<file path="src/rtl/forwardpipe.sv">
// forwardpipe: multi-stage forward-registered valid/ready pipeline.
// Valid/data are flopped per stage; ready ripples back so bubbles collapse.
module forwardpipe #(
    parameter int L     = 8,
    parameter int DEPTH = 2
) (
    input  logic                       clk,
    input  logic                       rst,
    input  logic                       flush,
    output logic                       ready_f,
    input  logic                       valid_f,
    input  logic [L-1:0]               data_f,
    input  logic                       ready_b,
    output logic                       valid_b,
    output logic [L-1:0]               data_b,
    output logic [$clog2(DEPTH+1)-1:0] count
);

    localparam int CW = $clog2(DEPTH+1);

    logic [DEPTH-1:0] v;
    logic [DEPTH-1:0] acc;
    logic [DEPTH-1:0] vin;
    logic [L-1:0]     d   [DEPTH];
    logic [L-1:0]     din [DEPTH];
    logic             in_x;
    logic             out_x;

    // A stage accepts when it is empty or everything ahead of it moves.
    always_comb begin
        acc = '0;
        acc[DEPTH-1] = ~v[DEPTH-1] | ready_b;
        for (int i = DEPTH - 2; i >= 0; i--) begin
            acc[i] = ~v[i] | acc[i+1];
        end
    end

    always_comb begin
        vin    = '0;
        vin[0] = valid_f;
        din[0] = data_f;
        for (int i = 1; i < DEPTH; i++) begin
            vin[i] = v[i-1];
            din[i] = d[i-1];
        end
    end

    assign ready_f = acc[0] & ~flush;
    assign in_x    = valid_f & ready_f;
    assign out_x   = v[DEPTH-1] & ready_b & ~flush;
    assign valid_b = v[DEPTH-1];
    assign data_b  = d[DEPTH-1];

    always_ff @(posedge clk or negedge rst) begin
        if (!rst) begin
            v <= '0;
        end else if (flush) begin
            v <= '0;
        end else begin
            for (int i = 0; i < DEPTH; i++) begin
                if (acc[i]) v[i] <= vin[i];
            end
        end
    end

    // Bubbles leave the data flops untouched.
    always_ff @(posedge clk or negedge rst) begin
        if (!rst) begin
            for (int i = 0; i < DEPTH; i++) d[i] <= '0;
        end else if (!flush) begin
            for (int i = 0; i < DEPTH; i++) begin
                if (acc[i] && vin[i]) d[i] <= din[i];
            end
        end
    end

    always_ff @(posedge clk or negedge rst) begin
        if (!rst) begin
            count <= '0;
        end else if (flush) begin
            count <= '0;
        end else if (in_x && !out_x) begin
            count <= count + CW'(1);
        end else if (!in_x && out_x) begin
            count <= count - CW'(1);
        end
    end

endmodule

</file>
<file path="config.mk">
export PLATFORM = sky130hd
export DESIGN_NAME = forwardpipe
export DESIGN_NICKNAME = d
export VERILOG_FILES = /design/src/rtl/forwardpipe.sv
export SDC_FILE = /design/constraint.sdc
export NUM_CORES = 1
export LEC_CHECK = 0
export CAP_MARGIN = 20
export CORE_ASPECT_RATIO = 0.75
export CORE_MARGIN = 5
export CORE_UTILIZATION = 42
export DETAILED_ROUTE_END_ITERATION = 10
export PLACE_DENSITY_LB_ADDON = 0.08
export SLEW_MARGIN = 25
export SYNTH_ARGS = -nofsm -noshare
export SYNTH_HDL_FRONTEND = slang
export SYNTH_SLANG_ARGS = --single-unit
export TNS_END_PERCENT = 20
</file>
<file path="constraint.sdc">
create_clock -name clk -period 1.4 [get_ports clk]
set_clock_uncertainty 0.1 [all_clocks]
set_input_delay 0.14 -clock clk [delete_from_list [all_inputs] [get_ports clk]]
set_output_delay 0.14 -clock clk [all_outputs]
set_load 0.03 [all_outputs]
</file>
After elaboration in Yosys (flattened, before gate mapping):

Cells that the tools add are included.

* $add $sub $neg: 2
* muxes and demuxes: 6
* bitwise operators: 9
* reduce and logical (&&, ||, !) cells: 11

Operators by type and width (number)
* two-way mux 2 bit: 4
* bitwise AND 1 bit: 4
* logical AND 1 bit: 4
* AND reduction 2 bit: 2
* nonzero test 2 bit: 2
* inverter 1 bit: 3
* nonzero test 3 bit: 1
* adder 2 x 1 -> 2 bit (second input constant): 1
* zero test 1 bit: 2
* two-way mux 1 bit: 2
* bitwise OR 1 bit: 2
* subtractor 2 x 1 -> 2 bit (second input constant): 1

* flip-flop bits (word level): 20
* input port bits: 13
* output and inout port bits: 12
* word-level logic and storage cells: 33

Logic depth before layout (Yosys ltp):

Gate-level depths: netlist of run 1.

* depth after elaboration: 10
* gate-level depth with buffers: 4

Worst setup path before layout of run 1:

OpenSTA, ideal clock, no wires.

* kind: register -> register
* start: reg v[1]
* end: reg d (netlist bit data_b[0])
* arrival time: 1292 ps
* required time: 1175 ps
* setup slack: -118 ps
* cell stages (with the launch flop): 4
* buffers on the path: 1
* clock period less this slack: 1518 ps
* path through: dfrtp_1 a211o_1 buf_6 mux2_4

* longest elaborated chain between the ends: 4

RTL lines
* start: declaration: line 21 `logic [DEPTH-1:0] v;`
* start signal: indexed assignment: line 61 `if (acc[i]) v[i] <= vin[i];`
* inverter 1 bit: line 32 `acc[DEPTH-1] = ~v[DEPTH-1] | ready_b;`
* bitwise OR 1 bit: line 32
* logical AND 1 bit: line 72 `if (acc[i] && vin[i]) d[i] <= din[i];`
* AND reduction 2 bit (no source line)
* end signal: indexed assignment: line 72
* end: declaration: line 24 `logic [L-1:0] d [DEPTH];`

Every way passes these cells.
A chain may end at the register's enable or synchronous reset.

Worst setup path in the final report of run 1:

* start: reg v[1]
* end: out ready_f

* longest elaborated chain between the ends: 4

RTL lines
* inverter 1 bit: line 32
* bitwise OR 1 bit: line 32
* bitwise OR 1 bit: line 34 `acc[i] = ~v[i] | acc[i+1];`
* bitwise AND 1 bit: line 48 `assign ready_f = acc[0] & ~flush;`
* end: declaration: line 10 `output logic ready_f,`

Every way passes these cells.

==> metrics, run 1 <==
Area contributors post-synth=dfrtp_1, mux2_4, mux2_2; Final Cycle Share=1.06; worst hold stages=2; VDD IR-drop max=0.790 mV; initial DRC count=7; CP max-delay cell=dfrtp_2; share of cells above drive strength 1=0.368; Clock Path Buffers=2; CP max FO=8; CTS tree=built; mean cell area of the mapped netlist=13.7 µm²; Worst path max stage delay=0.46 ns; total power=1.56 mW; count of cells along the worst register-to-register path=3; TritonCTS Sinks=20; initial antenna violation count=0; core area=0.00207 mm²; WS Path Type=reg2out; final setup fails=9; post-synth top area cell=dfrtp_1; Root Buffer=clkbuf_4; Mapped Nets=81; top cell family by delay on the critical path=flip-flops; clock insertion delay at the later pin of the skew report=0.30 ns; die width=64.4 µm; Worst Path Arrival=1.25 ns; CP Capture Type=primary output; Starting Density=0.450; Pwr per Cell Area=1250 mW/mm²; vias in the first global route=577; Total GRT Usage=0.112; maximum capacitance violations=0; final std cells w/o fill=119; failing checks=setup timing; largest net degree at the start of global routing=21; fmax=672 MHz; H-tree levels=1; Netlist cell types=23; CP Cell Sequence=and3b_2 > nor2_4 > buf_6; via count of the routed design=576; Max-slew headroom=0.788; DP Wirelength=1.15 mm; Fin Setup TNS=-0.548 ns; Mapped Area=931 µm²; Worst Tran Pin Value=0.320 ns; First-pass DRT Iterations=4; Yosys top cell area share=0.538; row count=14; Multi-input gate area=383 µm²; Slew Viols, Final=0; Port Buffers=24; WP data required=1.16 ns; Routed Antenna Nets=0; CP Depth=3; Pleak=0.621 nW; post-route DRC violation count=0; io pins=25; RSZ-0062 raised after global routing=yes; final worst slack=-0.0890 ns; Die Ht=50.8 µm; Fin. Hold Viols=0; first-pass GRT wire length=2.70 mm; register area share after synthesis=0.538; placed insts=114; Mapped Cells=68; synthesis-stage register bit count=20; buffer and inverter count on the worst path=1; global route total overflow=0; RePlAce Congestion=0.804; antenna cell count=0; register area=502 µm²; status=finished, violations left; Hold WS=0.0446 ns; vias per inst=4.84; Layout fillers=171; crit path launch type=flip-flop; worst hold path type=in2reg; Nets=109; Clock transition at path regs=0.11 ns; Post-CTS Hold Buffers=0; area delta synth->final=34.4%; Ys Warns=0; Tmin final=1.49 ns; Die Area=0.00327 mm²; Final Routed Wirelength=1.62 mm; average wire per standard cell=13.6 µm; Num CTS Buffers=3
## registers in the layout (all words and copies together) (netlist names)
signal / count
d: 8
v: 2
count: 2
data_b: 8
## per-stage QoR
step	setup WS (ns)	instance area (µm²)	util
after detailed placement	-0.344	1190	0.577
after global placement	-0.318	1190	0.577
after floorplan	-0.0241	932	-
final	-0.0890	1250	0.605
after CTS	-0.0928	1210	0.586
after global routing	-0.153	1250	0.605
## cells in the mapped netlist, drive strengths merged
cell	number
a21boi	1
a21oi	1
and2b	1
o211ai	1
nor3b	1
nor2b	1
a31oi	1
nand2	1
inv	2
o21ai	1
dfrtp	20
nand3b	1
and3b	2
nor4bb	1
nor2	5
a211o	1
buf	9
a211oi	1
mux2	17
## worst paths after layout
kind | endpoint | start | slack, ns
worst min register to register | data_b[1] | d[9] | 0.41
worst min-delay path | v[1] | flush | 0.04
worst max register to register | data_b[1] | v[1] | -0.06
min in group asynchronous | d[15] | rst | 0.06
max in group asynchronous | v[1] | rst | 0.92
worst max-delay path | ready_f | v[1] | -0.09
## timing repair
action / in CTS / in global routing
pin swaps: 0 / 2
gates resized for setup: 12 / 13
setup buffers: 0 / 1
setup endpoints to repair: 28 / 21
## cells in the final DEF (no fill, tap or decap)
cell type,count
a211o_1,1
a211oi_1,1
a21boi_1,1
a21oi_1,1
a31oi_1,1
and2b_1,1
and3b_1,1
and3b_2,1
buf_12,1
buf_4,6
buf_6,2
clkbuf_1,1
clkbuf_2,1
clkbuf_4,3
clkdlybuf4s50_1,11
dfrtp_1,19
dfrtp_2,1
dlygate4sd2_1,10
dlymetal6s2s_1,1
inv_1,1
inv_2,1
mux2_2,4
mux2_4,13
nand2_4,1
nand3b_1,1
nor2_1,4
nor2_4,1
nor2b_1,1
nor3b_1,1
nor4bb_1,1
o211ai_1,1
o21ai_0,1
## layer usage
layer	GRT usage	share of wire
met3	0.0625	0.077
met2	0.166	0.44
met4	0.0421	0.014
met5	0	0
met1	0.135	0.47
## report_power, final
group / switching [mW] / internal (mW)
logic: 0.262 / 0.270
clock network: 0.164 / 0.111
registers: 0.0635 / 0.690
## final cells by class
| type | instances | share of cell area |
|---|---|---|
| tap | 24 | 0.0240 |
| sequential | 20 | 0.401 |
| clock buffer | 4 | 0.0210 |
| multi-input combinational | 37 | 0.306 |
| timing repair buffer | 32 | 0.242 |
| inverter | 2 | 0.00600 |
## worst reg2reg max path, cell delays in order, from the launching register on
cell and delay [ns]:
dfrtp_2 0.46, a211o_1 0.34, buf_12 0.16, mux2_4 0.29
## cell families (layout without fill, tap and decap cells)
kind of cell | count (synthesis) | in the layout | synth area share
flops | 20 | 20 | 0.538
simple gates | 13 | 13 | 0.0887
buf+inv | 11 | 38 | 0.0847
compound gates | 7 | 7 | 0.0511
mux | 17 | 17 | 0.238
No activity file was read; power rests on OpenSTA's default activity.
==> inputs of run 2 (changes only) <==
Settings changed: ABC_CLOCK_PERIOD_IN_PS from default to 1400, CTS_CLUSTER_SIZE from default to 24.
==> results of run 2 <==
No change in the layout: final DEF, timing and power equal those of run 1.
==> inputs of run 3 (changes only) <==
Settings changed: SLEW_MARGIN 25 to 20.
==> results of run 3 <==
No change in the layout: final DEF, timing and power equal those of run 1.
